$ cat src/rtl/pipe_hazard_ctrl_pkg.sv
// Shared types and constants for the pipeline hazard/stall controller.
package pipe_ctrl_pkg;

  // Sequencer states: normal issue, data-memory wait, debug drain, debug park, single step.
  typedef enum logic [2:0] {
    StRun,
    StMemWait,
    StHalting,
    StHalted,
    StStep
  } state_e;

  // Bubble cycles needed to empty ID..WB after a halt is accepted.
  localparam int unsigned DRAIN_CYCLES_DEF = 3;

  // addi x0,x0,0 -- the bubble loaded by pipeline registers on flush.
  localparam logic [31:0] NOP_INSN = 32'h00000013;

endpackage

$ cat src/rtl/pipe_hazard_ctrl_if.sv
// Hazard-controller bundle: datapath/debug requests in, PC/pipeline-register strobes out.
// Perf counter signals exist only when PIPE_PERF_CNT_EN is defined.
interface pipe_hazard_ctrl_if;

  logic [4:0]  id_rs1;
  logic [4:0]  id_rs2;
  logic        id_use_rs1;
  logic        id_use_rs2;
  logic [4:0]  ex_rd;
  logic        ex_MemRead;
  logic        ex_redirect;
  logic        mem_req;
  logic        mem_ready;
  logic        dbg_halt_req;
  logic        dbg_step;
  logic        dbg_resume;

  logic        PC_write;
  logic        IF_ID_stall;
  logic        ID_EX_stall;
  logic        EX_MEM_stall;
  logic        IF_ID_flush;
  logic        ID_EX_flush;
  logic        EX_MEM_flush;
  logic        MEM_WB_flush;
  logic        halted;
`ifdef PIPE_PERF_CNT_EN
  logic [31:0] stall_cnt;
  logic [31:0] flush_cnt;
  logic [31:0] memwait_cnt;
`endif

  // Controller side.
  modport master (
    input  id_rs1, id_rs2, id_use_rs1, id_use_rs2, ex_rd, ex_MemRead, ex_redirect,
    input  mem_req, mem_ready, dbg_halt_req, dbg_step, dbg_resume,
    output PC_write, IF_ID_stall, ID_EX_stall, EX_MEM_stall,
    output IF_ID_flush, ID_EX_flush, EX_MEM_flush, MEM_WB_flush, halted
`ifdef PIPE_PERF_CNT_EN
    , output stall_cnt, flush_cnt, memwait_cnt
`endif
  );

  // Datapath / debug-module side.
  modport slave (
    output id_rs1, id_rs2, id_use_rs1, id_use_rs2, ex_rd, ex_MemRead, ex_redirect,
    output mem_req, mem_ready, dbg_halt_req, dbg_step, dbg_resume,
    input  PC_write, IF_ID_stall, ID_EX_stall, EX_MEM_stall,
    input  IF_ID_flush, ID_EX_flush, EX_MEM_flush, MEM_WB_flush, halted
`ifdef PIPE_PERF_CNT_EN
    , input stall_cnt, flush_cnt, memwait_cnt
`endif
  );

endinterface

$ cat src/rtl/pipe_hazard_ctrl_load_use_detect.sv
// Combinational load-use compare: a load in EX writes a register the ID instruction reads.
module load_use_detect (
  input  logic [4:0] id_rs1_i,
  input  logic [4:0] id_rs2_i,
  input  logic       id_use_rs1_i,
  input  logic       id_use_rs2_i,
  input  logic [4:0] ex_rd_i,
  input  logic       ex_mem_read_i,
  output logic       load_use_o
);

  logic rs1_hit;
  logic rs2_hit;

  // x0 is never a real dependency.
  always_comb begin
    rs1_hit    = id_use_rs1_i && (id_rs1_i == ex_rd_i);
    rs2_hit    = id_use_rs2_i && (id_rs2_i == ex_rd_i);
    load_use_o = ex_mem_read_i && (ex_rd_i != 5'd0) && (rs1_hit || rs2_hit);
  end

endmodule

$ cat src/rtl/pipe_hazard_ctrl.sv
// Stall/flush sequencer for the 5-stage pipeline: memory wait, redirect, load-use and
// debug halt/step. Optional perf counters under PIPE_PERF_CNT_EN.
module pipe_hazard_ctrl
  import pipe_ctrl_pkg::*;
#(
  parameter int unsigned DRAIN_CYCLES = DRAIN_CYCLES_DEF
) (
  input logic               clk,
  input logic               rst,
  pipe_hazard_ctrl_if.master hz
);

  localparam int unsigned CntW = (DRAIN_CYCLES < 2) ? 1 : $clog2(DRAIN_CYCLES + 1);

  state_e            state_q, state_d;
  logic [CntW-1:0]   drain_q, drain_d, drain_inc;
  logic              pend_q, pend_d;

  logic              mem_stall;
  logic              load_use;
  logic              pc_write, if_id_stall, id_ex_stall, ex_mem_stall;
  logic              if_id_flush, id_ex_flush, mem_wb_flush;

  assign mem_stall = hz.mem_req && !hz.mem_ready;
  assign drain_inc = drain_q + CntW'(1);

  load_use_detect u_load_use_detect (
    .id_rs1_i      (hz.id_rs1),
    .id_rs2_i      (hz.id_rs2),
    .id_use_rs1_i  (hz.id_use_rs1),
    .id_use_rs2_i  (hz.id_use_rs2),
    .ex_rd_i       (hz.ex_rd),
    .ex_mem_read_i (hz.ex_MemRead),
    .load_use_o    (load_use)
  );

  // State, drain counter and pending-halt registers.
  always_ff @(posedge clk) begin
    if (rst) begin
      state_q <= StRun;
      drain_q <= '0;
      pend_q  <= 1'b0;
    end else begin
      state_q <= state_d;
      drain_q <= drain_d;
      pend_q  <= pend_d;
    end
  end

  // Next-state logic.
  always_comb begin
    state_d = state_q;
    drain_d = drain_q;
    pend_d  = pend_q;
    unique case (state_q)
      StRun: begin
        if (mem_stall) begin
          state_d = StMemWait;
          pend_d  = hz.dbg_halt_req;
        end else if (hz.dbg_halt_req) begin
          state_d = StHalting;
          drain_d = '0;
        end
      end
      StMemWait: begin
        if (hz.dbg_halt_req) pend_d = 1'b1;
        // Leave once memory completes (or the request was withdrawn).
        if (!mem_stall) begin
          state_d = (pend_q || hz.dbg_halt_req) ? StHalting : StRun;
          pend_d  = 1'b0;
          drain_d = '0;
        end
      end
      StHalting: begin
        if (hz.dbg_resume) begin
          state_d = StRun;
        end else if (!mem_stall) begin
          // Only cycles that actually advance the pipeline count toward the drain.
          if (drain_inc == CntW'(DRAIN_CYCLES)) begin
            state_d = StHalted;
            drain_d = '0;
          end else begin
            drain_d = drain_inc;
          end
        end
      end
      StHalted: begin
        if (hz.dbg_resume)    state_d = StRun;
        else if (hz.dbg_step) state_d = StStep;
      end
      StStep: begin
        if (!mem_stall) begin
          state_d = StHalting;
          drain_d = '0;
        end
      end
      default: state_d = StRun;
    endcase
  end

  // Prioritised control strobes: memory stall > redirect > load-use > debug bubble.
  always_comb begin
    pc_write     = 1'b1;
    if_id_stall  = 1'b0;
    id_ex_stall  = 1'b0;
    ex_mem_stall = 1'b0;
    if_id_flush  = 1'b0;
    id_ex_flush  = 1'b0;
    mem_wb_flush = 1'b0;
    if (rst) begin
      pc_write = 1'b0;
    end else if (mem_stall) begin
      // Freeze IF..EX (redirect stays held in EX) and bubble into WB.
      pc_write     = 1'b0;
      if_id_stall  = 1'b1;
      id_ex_stall  = 1'b1;
      ex_mem_stall = 1'b1;
      mem_wb_flush = 1'b1;
    end else if (hz.ex_redirect) begin
      if_id_flush = 1'b1;
      id_ex_flush = 1'b1;
    end else if (load_use) begin
      pc_write    = 1'b0;
      if_id_stall = 1'b1;
      id_ex_flush = 1'b1;
    end else if (state_q == StHalting || state_q == StHalted) begin
      pc_write    = 1'b0;
      if_id_stall = 1'b1;
      id_ex_flush = 1'b1;
    end
  end

  assign hz.PC_write     = pc_write;
  assign hz.IF_ID_stall  = if_id_stall;
  assign hz.ID_EX_stall  = id_ex_stall;
  assign hz.EX_MEM_stall = ex_mem_stall;
  assign hz.IF_ID_flush  = if_id_flush;
  assign hz.ID_EX_flush  = id_ex_flush;
  assign hz.EX_MEM_flush = 1'b0; // reserved for exceptions
  assign hz.MEM_WB_flush = mem_wb_flush;
  assign hz.halted       = (state_q == StHalted);

`ifdef PIPE_PERF_CNT_EN
  logic [31:0] stall_cnt_q, flush_cnt_q, memwait_cnt_q;

  // Free-running event counters, wrapping at 2^32.
  always_ff @(posedge clk) begin
    if (rst) begin
      stall_cnt_q   <= '0;
      flush_cnt_q   <= '0;
      memwait_cnt_q <= '0;
    end else begin
      if (!pc_write && state_q != StHalted) stall_cnt_q <= stall_cnt_q + 32'd1;
      if (if_id_flush)                      flush_cnt_q <= flush_cnt_q + 32'd1;
      if (mem_stall)                        memwait_cnt_q <= memwait_cnt_q + 32'd1;
    end
  end

  assign hz.stall_cnt   = stall_cnt_q;
  assign hz.flush_cnt   = flush_cnt_q;
  assign hz.memwait_cnt = memwait_cnt_q;
`endif

endmodule

$ cat src/flat_wrapper.sv
// flat-port wrapper written by rule: the top's interface ports become plain ports
module pipe_hazard_ctrl_flat import pipe_ctrl_pkg::*;
#(
  parameter int unsigned DRAIN_CYCLES = DRAIN_CYCLES_DEF
)
  (clk, rst, hz_id_rs1, hz_id_rs2, hz_id_use_rs1, hz_id_use_rs2, hz_ex_rd, hz_ex_MemRead, hz_ex_redirect, hz_mem_req, hz_mem_ready, hz_dbg_halt_req, hz_dbg_step, hz_dbg_resume, hz_PC_write, hz_IF_ID_stall, hz_ID_EX_stall, hz_EX_MEM_stall, hz_IF_ID_flush, hz_ID_EX_flush, hz_EX_MEM_flush, hz_MEM_WB_flush, hz_halted);
  pipe_hazard_ctrl_if hz_i ();
  input logic clk;
  input logic rst;
  input wire logic [$bits(hz_i.id_rs1)-1:0] hz_id_rs1;
  input wire logic [$bits(hz_i.id_rs2)-1:0] hz_id_rs2;
  input wire logic [$bits(hz_i.id_use_rs1)-1:0] hz_id_use_rs1;
  input wire logic [$bits(hz_i.id_use_rs2)-1:0] hz_id_use_rs2;
  input wire logic [$bits(hz_i.ex_rd)-1:0] hz_ex_rd;
  input wire logic [$bits(hz_i.ex_MemRead)-1:0] hz_ex_MemRead;
  input wire logic [$bits(hz_i.ex_redirect)-1:0] hz_ex_redirect;
  input wire logic [$bits(hz_i.mem_req)-1:0] hz_mem_req;
  input wire logic [$bits(hz_i.mem_ready)-1:0] hz_mem_ready;
  input wire logic [$bits(hz_i.dbg_halt_req)-1:0] hz_dbg_halt_req;
  input wire logic [$bits(hz_i.dbg_step)-1:0] hz_dbg_step;
  input wire logic [$bits(hz_i.dbg_resume)-1:0] hz_dbg_resume;
  output wire logic [$bits(hz_i.PC_write)-1:0] hz_PC_write;
  output wire logic [$bits(hz_i.IF_ID_stall)-1:0] hz_IF_ID_stall;
  output wire logic [$bits(hz_i.ID_EX_stall)-1:0] hz_ID_EX_stall;
  output wire logic [$bits(hz_i.EX_MEM_stall)-1:0] hz_EX_MEM_stall;
  output wire logic [$bits(hz_i.IF_ID_flush)-1:0] hz_IF_ID_flush;
  output wire logic [$bits(hz_i.ID_EX_flush)-1:0] hz_ID_EX_flush;
  output wire logic [$bits(hz_i.EX_MEM_flush)-1:0] hz_EX_MEM_flush;
  output wire logic [$bits(hz_i.MEM_WB_flush)-1:0] hz_MEM_WB_flush;
  output wire logic [$bits(hz_i.halted)-1:0] hz_halted;
  assign hz_i.id_rs1 = hz_id_rs1;
  assign hz_i.id_rs2 = hz_id_rs2;
  assign hz_i.id_use_rs1 = hz_id_use_rs1;
  assign hz_i.id_use_rs2 = hz_id_use_rs2;
  assign hz_i.ex_rd = hz_ex_rd;
  assign hz_i.ex_MemRead = hz_ex_MemRead;
  assign hz_i.ex_redirect = hz_ex_redirect;
  assign hz_i.mem_req = hz_mem_req;
  assign hz_i.mem_ready = hz_mem_ready;
  assign hz_i.dbg_halt_req = hz_dbg_halt_req;
  assign hz_i.dbg_step = hz_dbg_step;
  assign hz_i.dbg_resume = hz_dbg_resume;
  assign hz_PC_write = hz_i.PC_write;
  assign hz_IF_ID_stall = hz_i.IF_ID_stall;
  assign hz_ID_EX_stall = hz_i.ID_EX_stall;
  assign hz_EX_MEM_stall = hz_i.EX_MEM_stall;
  assign hz_IF_ID_flush = hz_i.IF_ID_flush;
  assign hz_ID_EX_flush = hz_i.ID_EX_flush;
  assign hz_EX_MEM_flush = hz_i.EX_MEM_flush;
  assign hz_MEM_WB_flush = hz_i.MEM_WB_flush;
  assign hz_halted = hz_i.halted;
  pipe_hazard_ctrl #(.DRAIN_CYCLES(DRAIN_CYCLES)) u_core (.clk(clk), .rst(rst), .hz(hz_i));
endmodule
$ cat config.mk
export PLATFORM = sky130hd
export DESIGN_NAME = pipe_hazard_ctrl_flat
export DESIGN_NICKNAME = d
export VERILOG_FILES = /design/src/rtl/pipe_hazard_ctrl_pkg.sv /design/src/rtl/pipe_hazard_ctrl_if.sv /design/src/rtl/pipe_hazard_ctrl_load_use_detect.sv /design/src/rtl/pipe_hazard_ctrl.sv /design/src/flat_wrapper.sv
export SDC_FILE = /design/constraint.sdc
export NUM_CORES = 1
export LEC_CHECK = 0
export CAP_MARGIN = 20
export CORE_MARGIN = 2
export CORE_UTILIZATION = 35
export DETAILED_ROUTE_END_ITERATION = 10
export PLACE_DENSITY = 0.74
export SETUP_SLACK_MARGIN = 0.3
export SYNTH_ARGS = -nofsm -noshare
export SYNTH_HDL_FRONTEND = slang
export SYNTH_HIERARCHICAL = 1
export SYNTH_SLANG_ARGS = --single-unit
$ cat constraint.sdc
create_clock -name clk -period 2 [get_ports clk]
set_clock_uncertainty 0.05 [all_clocks]
set_input_delay 0.4 -clock clk [delete_from_list [all_inputs] [get_ports clk]]
set_output_delay 0.4 -clock clk [all_outputs]
set_load 0.05 [all_outputs]
# [After elaboration in Yosys (flattened, before gate mapping)]
# Cells that the tools add are included.
[word_totals] regBits=6 input_bits=26 out_inout_bits=9 wordCells=81
[classes] add_sub_neg=1 n_eq_ne=20 muxes=40 reduce_logical=17
[op_table] op="$mux W3" n=9
[op_table] op="$mux W1" n=21
[op_table] op="$pmux W3 S5" n=1
[op_table] op="$mux W2" n=7
[op_table] op="$ne A2 B2 Y1 const B" n=7
[op_table] op="$reduce_and A6 Y1" n=2
[op_table] op="$eq A5 B5 Y1" n=2
[op_table] op="$ne A3 B3 Y1 const B" n=3
[op_table] op="$eq A3 B2 Y1 const B" n=2
[op_table] op="$ne A3 B2 Y1 const B" n=2
[op_table] op="$pmux W2 S3" n=1
[op_table] op="$logic_and A1 B1 Y1" n=5
[op_table] op="$reduce_bool A5 Y1" n=1
[op_table] op="$eq A3 B1 Y1 const B" n=1
[op_table] op="$eq A3 B3 Y1 const B" n=1
[op_table] op="$logic_not A3 Y1" n=1
[op_table] op="$logic_or A1 B1 Y1" n=3
[op_table] op="$reduce_and A3 Y1" n=1
[op_table] op="$reduce_bool A3 Y1" n=1
[op_table] op="$add A2 B1 Y2 const B" n=1
[op_table] op="$eq A2 B2 Y1 const B" n=1
[op_table] op="$ne A2 B1 Y1 const B" n=1
[op_table] op="$pmux W1 S2" n=1
[op_table] op="$reduce_bool A2 Y1" n=1
[op_table] op="2 further kinds" n=2

# [Logic depth before layout (Yosys ltp)]
[logic_depth] ltp_word=8 depth_mapped=7 mapped_depth_nobuf=7

# [By module]
# The synthesis kept the hierarchy.
[by_module_without_submodules] module="pipe_hazard_ctrl" n_inst=1 cells_per_inst=65 area_per_inst_um2=501.7 seq_area_each_um2=120.1
[by_module_without_submodules] module="load_use_detect" n_inst=1 cells_per_inst=17 area_per_inst_um2=133.9 seq_area_each_um2=0.0

# [Worst setup path after synthesis]
# No wires, ideal clock.
[synth_timing] path_type="input to output" from="in hz_ex_rd[0]" to="out hz_IF_ID_stall" arrival_time_ns=1.945 required_time_ns=1.550 path_slack_ns=-0.395 cell_stages=7 n_path_buf=0 path_cell_list="xor2_1 -> nor4_2 -> nand3_1 -> a21oi_1 -> nor2_1 -> o21a_1 -> nor2_1"
[synth_via] elab_chain_cells=8 word_cells_on_any_way=12 cone_classes="2 x eq/ne; 4 x mux; 6 x reduce/logical"
[synth_lines] element="start: declaration" line="flat_wrapper.sv:14" rtl="input wire logic [$bits(hz_i.ex_rd)-1:0] hz_ex_rd;"
[synth_lines] element="$eq A5 B5 Y1 (on tied branches)" line="pipe_hazard_ctrl_load_use_detect.sv:17, pipe_hazard_ctrl_load_use_detect.sv:18"
[synth_lines] element="$logic_and A1 B1 Y1 (on tied branches)" line="pipe_hazard_ctrl_load_use_detect.sv:17, pipe_hazard_ctrl_load_use_detect.sv:18"
[synth_lines] element="$logic_or A1 B1 Y1" line="pipe_hazard_ctrl_load_use_detect.sv:19" rtl="load_use_o = ex_mem_read_i && (ex_rd_i != 5'd0) && (rs1_hit || rs2_hit);"
[synth_lines] element="$logic_and A1 B1 Y1 (*)" line="pipe_hazard_ctrl_load_use_detect.sv:19"
[synth_lines] element="via u_core.load_use" line="pipe_hazard_ctrl.sv:20" rtl="logic load_use;"
[synth_lines] element="$mux W1 (*)" line="pipe_hazard_ctrl.sv:122" rtl="end else if (load_use) begin"
[synth_lines] element="$mux W1 (*)" line="pipe_hazard_ctrl.sv:119" rtl="end else if (hz.ex_redirect) begin"
[synth_lines] element="$mux W1 (*)" line="pipe_hazard_ctrl.sv:112" rtl="end else if (mem_stall) begin"
[synth_lines] element="$mux W1 (*)" line="pipe_hazard_ctrl.sv:110" rtl="if (rst) begin"
[synth_lines] element="end: declaration" line="flat_wrapper.sv:23" rtl="output wire logic [$bits(hz_i.IF_ID_stall)-1:0] hz_IF_ID_stall;"
# Mark *: on every way through the listed nets, which the timed path passes. The rest lies on a longest branch.

# [Worst setup path in the final report]
[layout_timing] from="in hz_id_rs1[1]" to="out hz_IF_ID_stall"
[layout_via] elab_chain_cells=8
[layout_lines] element="start: declaration" line="flat_wrapper.sv:10" rtl="input wire logic [$bits(hz_i.id_rs1)-1:0] hz_id_rs1;"
[layout_lines] element="$eq A5 B5 Y1" line="pipe_hazard_ctrl_load_use_detect.sv:17" rtl="rs1_hit = id_use_rs1_i && (id_rs1_i == ex_rd_i);"
[layout_lines] element="$logic_and A1 B1 Y1" line="pipe_hazard_ctrl_load_use_detect.sv:17"
[layout_lines] element="$logic_or A1 B1 Y1" line="pipe_hazard_ctrl_load_use_detect.sv:19"
[layout_lines] element="$logic_and A1 B1 Y1" line="pipe_hazard_ctrl_load_use_detect.sv:19"
[layout_lines] element="via u_core.load_use" line="pipe_hazard_ctrl.sv:20"
[layout_lines] element="$mux W1" line="pipe_hazard_ctrl.sv:122"
[layout_lines] element="$mux W1" line="pipe_hazard_ctrl.sv:119"
[layout_lines] element="$mux W1" line="pipe_hazard_ctrl.sv:112"
[layout_lines] element="$mux W1" line="pipe_hazard_ctrl.sv:110"
# The timed path passes the listed nets, and every way through them passes these cells.

==> out/qor.yml <==
global_route:
  antenna_found_initial: 0
  grt_pass1_wl_mm: 2.987
  grt.busiest_layer: "met2"
  overflow: 0
  grt_max_degree: 14
  use_met3: 0.07059
  use_met2: 0.2917
  track_usage: 0.1929
  grt_pass1_vias: 674
  grt_util_met1: 0.2721
worst_hold_path:
  hp-start: "u_core/drain_q[0]"
  hold_depth: 2
  min_to: "u_core/drain_q[1]"
  worstHoldPathType: "reg -> reg"
placed_design:
  placed_area_mm2: 0.001081
  post-place-ws_ns: -0.7045
  dpl.hpwl_mm: 1.520
  port_buffers: 33
  placedCellCount: 142
  finalWeightedCongestion: 0.8999
sta:
  worst_slack_ns: -0.2751
  min_period_over_period: 1.138
  period_minus_slack_ns: 2.275
  final_hold_viol_count: 0
  setup_viol_count_final: 3
  hold-worst-slack_ns: 0.4544
  setup_tns_ns: -0.6276
  rsz0062_at_grt: "true"
  fmax_mhz: 439.5
  maxSlewViolCount: 0
yosys:
  syn_nets: 108
  async_reset_ff_frac: 0
  synth-seq-cells: 6
  yosysSeqAreaShare: 0.1890
  synthDistinctLibCells: 40
  synthesis.instances: 82
  synth_top_area_cell: "dfxtp_1"
  synth_ff_type: "dfxtp_1"
  synth.top_cells.by_count: "8 x nor2_1, 8 x xor2_1, 6 x dfxtp_1, 6 x nand3_1, 5 x o21ai_0"
  synth_edf_count: 0
  ys.warnings.count: 6
  synthesis.area_um2: 635.6
  ys_top_cells_by_area: "dfxtp_1 19%, xor2_1 11%, nand3_1 4.7%"
  synth_top_area_frac: 0.1890
  synth.avg_cell_area_um2: 7.751
clock_tree:
  htreeDepth: 1
  tritoncts: "yes"
  clk_path_buf_depth: 2
  numCtsBuffers: 3
  worst_skew_pair.late_latency_ns: 0.25
  hold_buffers: 0
  path_clk_slew_ns: 0.05
  cts-root-buf: "clkbuf_4"
  clock-sinks: 6
final_layout:
  fin_area_mm2: 0.001142
  n_fill_cell: 149
  antenna_cells: 0
  instances_no_fill: 148
  final_core_util: 0.6689
  syn2layout_area_growth_pct: 79.72
  final_nets: 151
  drive_above_1_share: 0.4228
drt:
  ant_nets: 0
  wl_per_cell_um: 12.14
  drc: 0
  drt-initial-drc-count: 9
  vias_per_cell: 4.919
  wl_mm: 1.797
  vias: 728
  firstDrtPassIters: 4
floorplanning:
  fp.dieArea_mm2: 0.002173
  die_width_um: 46.62
  fp.coreArea_mm2: 0.001708
  fp-row-count: 15
  die_h_um: 46.62
  io_pins: 35
  start_util: 0.3722
status:
  outcome: "complete, but fails checks"
  violations: "setup timing"
power:
  p_total_uw: 568.8
  vdd.ir_drop.worst_mv: 0.3816
  power_leakage_nw: 0.4714
  p_per_area_mw_per_mm2: 497.9
setup_path:
  end_kind: "output port"
  r2r_start: "u_core/state_q[2]"
  crit_type: "in -> out"
  startpoint_type: "input port"
  reg2regPathDepth: 5
  path_max_fanout: 2
  arrival_ns: 1.83
  timing.rr.end: "u_core/state_q[1]"
  cp_data_required_time_ns: 1.55
  reg2reg_slack_ns: 0.50
flow_run:
  max_cap_viol_count: 0
worst max-delay path, cell delays in order:
cell     delay [ns]
buf_6          0.09
xor2_1         0.15
nor4_2         0.33
nand3_1        0.15
a21oi_2        0.19
nor2_1         0.08
o21a_1         0.19
nor2_4         0.10
buf_12         0.14
report_power, final:
part / total [mW] / internal [mW] / switching, mW
Combinational: 0.294 / 0.154 / 0.140
Clock: 0.116 / 0.0682 / 0.0478
Sequential: 0.159 / 0.134 / 0.0251
Total: 0.569 / 0.356 / 0.212
logic make-up after synthesis:
group	after synthesis	share of synthesized area
and+or+nand+nor	32	0.3189
AOI/OAI and AO/OA	22	0.2264
buffers and inverters	9	0.08858
other	1	0.005900
DFF	6	0.1890
xor gates and xnor gates	10	0.1378
muxes	2	0.03346
what timing repair did:
| action | in CTS | in global routing |
|---|---|---|
| endpoints found under the setup margin | 7 | 7 |
| pin swaps | 20 | 8 |
| setup buffers | 2 | 1 |
| resized for setup | 62 | 10 |
metal layers:
layer	wire length [µm]	up-vias
met5	0	-
met4	0	0
met3	93	0
met2	839	19
met1	864	339
li1	-	370
final cells by class:
| class | count | area (µm²) | share of cell area |
|---|---|---|---|
| timing repair buffer | 43 | 450.4 | 0.3943 |
| sequential | 6 | 122.6 | 0.1073 |
| tap | 25 | 31.28 | 0.02738 |
| clock buffer | 3 | 22.52 | 0.01972 |
| inverter | 4 | 15.01 | 0.01314 |
| multi-input combinational | 67 | 500.5 | 0.4381 |
layout by cell type, fill, tap and decap left out, types with 2 or more instances in the layout:
| master | Yosys | routed |
|---|---|---|
| buf_2 | 0 | 5 |
| a21oi_1 | 4 | 3 |
| nor2_4 | 0 | 2 |
| clkdlybuf4s15_1 | 0 | 4 |
| buf_4 | 4 | 11 |
| clkbuf_4 | 0 | 3 |
| buf_6 | 1 | 2 |
| buf_12 | 0 | 6 |
| o21ai_0 | 5 | 5 |
| dfxtp_2 | 0 | 2 |
| buf_8 | 0 | 4 |
| dlygate4sd2_1 | 0 | 4 |
| nor2b_1 | 2 | 2 |
| clkdlybuf4s50_1 | 0 | 6 |
| xor2_1 | 8 | 7 |
| inv_1 | 4 | 4 |
| xnor2_1 | 2 | 2 |
| dfxtp_1 | 6 | 4 |
| nand2_1 | 2 | 2 |
| nor2_1 | 8 | 6 |
| nand3_1 | 6 | 6 |
how the worst max path moves through the flow:
stage	from	end	slack, ns	cells past startpoint
finish	hz_id_rs1[1]	hz_IF_ID_stall	-0.28	9
global route	hz_id_rs1[1]	hz_IF_ID_stall	-0.32	9
CTS	hz_id_rs1[1]	hz_IF_ID_stall	-0.27	9
detailed placement	hz_ex_rd[0]	hz_IF_ID_stall	-0.70	9
global placement	hz_ex_rd[0]	hz_IF_ID_stall	-0.70	9
floorplan	hz_ex_rd[0]	hz_IF_ID_stall	-0.04	7
flip-flops by register name, indices dropped and copies added (netlist names):
name and cells:
u_core/drain_q 2, u_core/state_q 3, u_core/pend_q 1
Power figures use the tool's default switching activity.
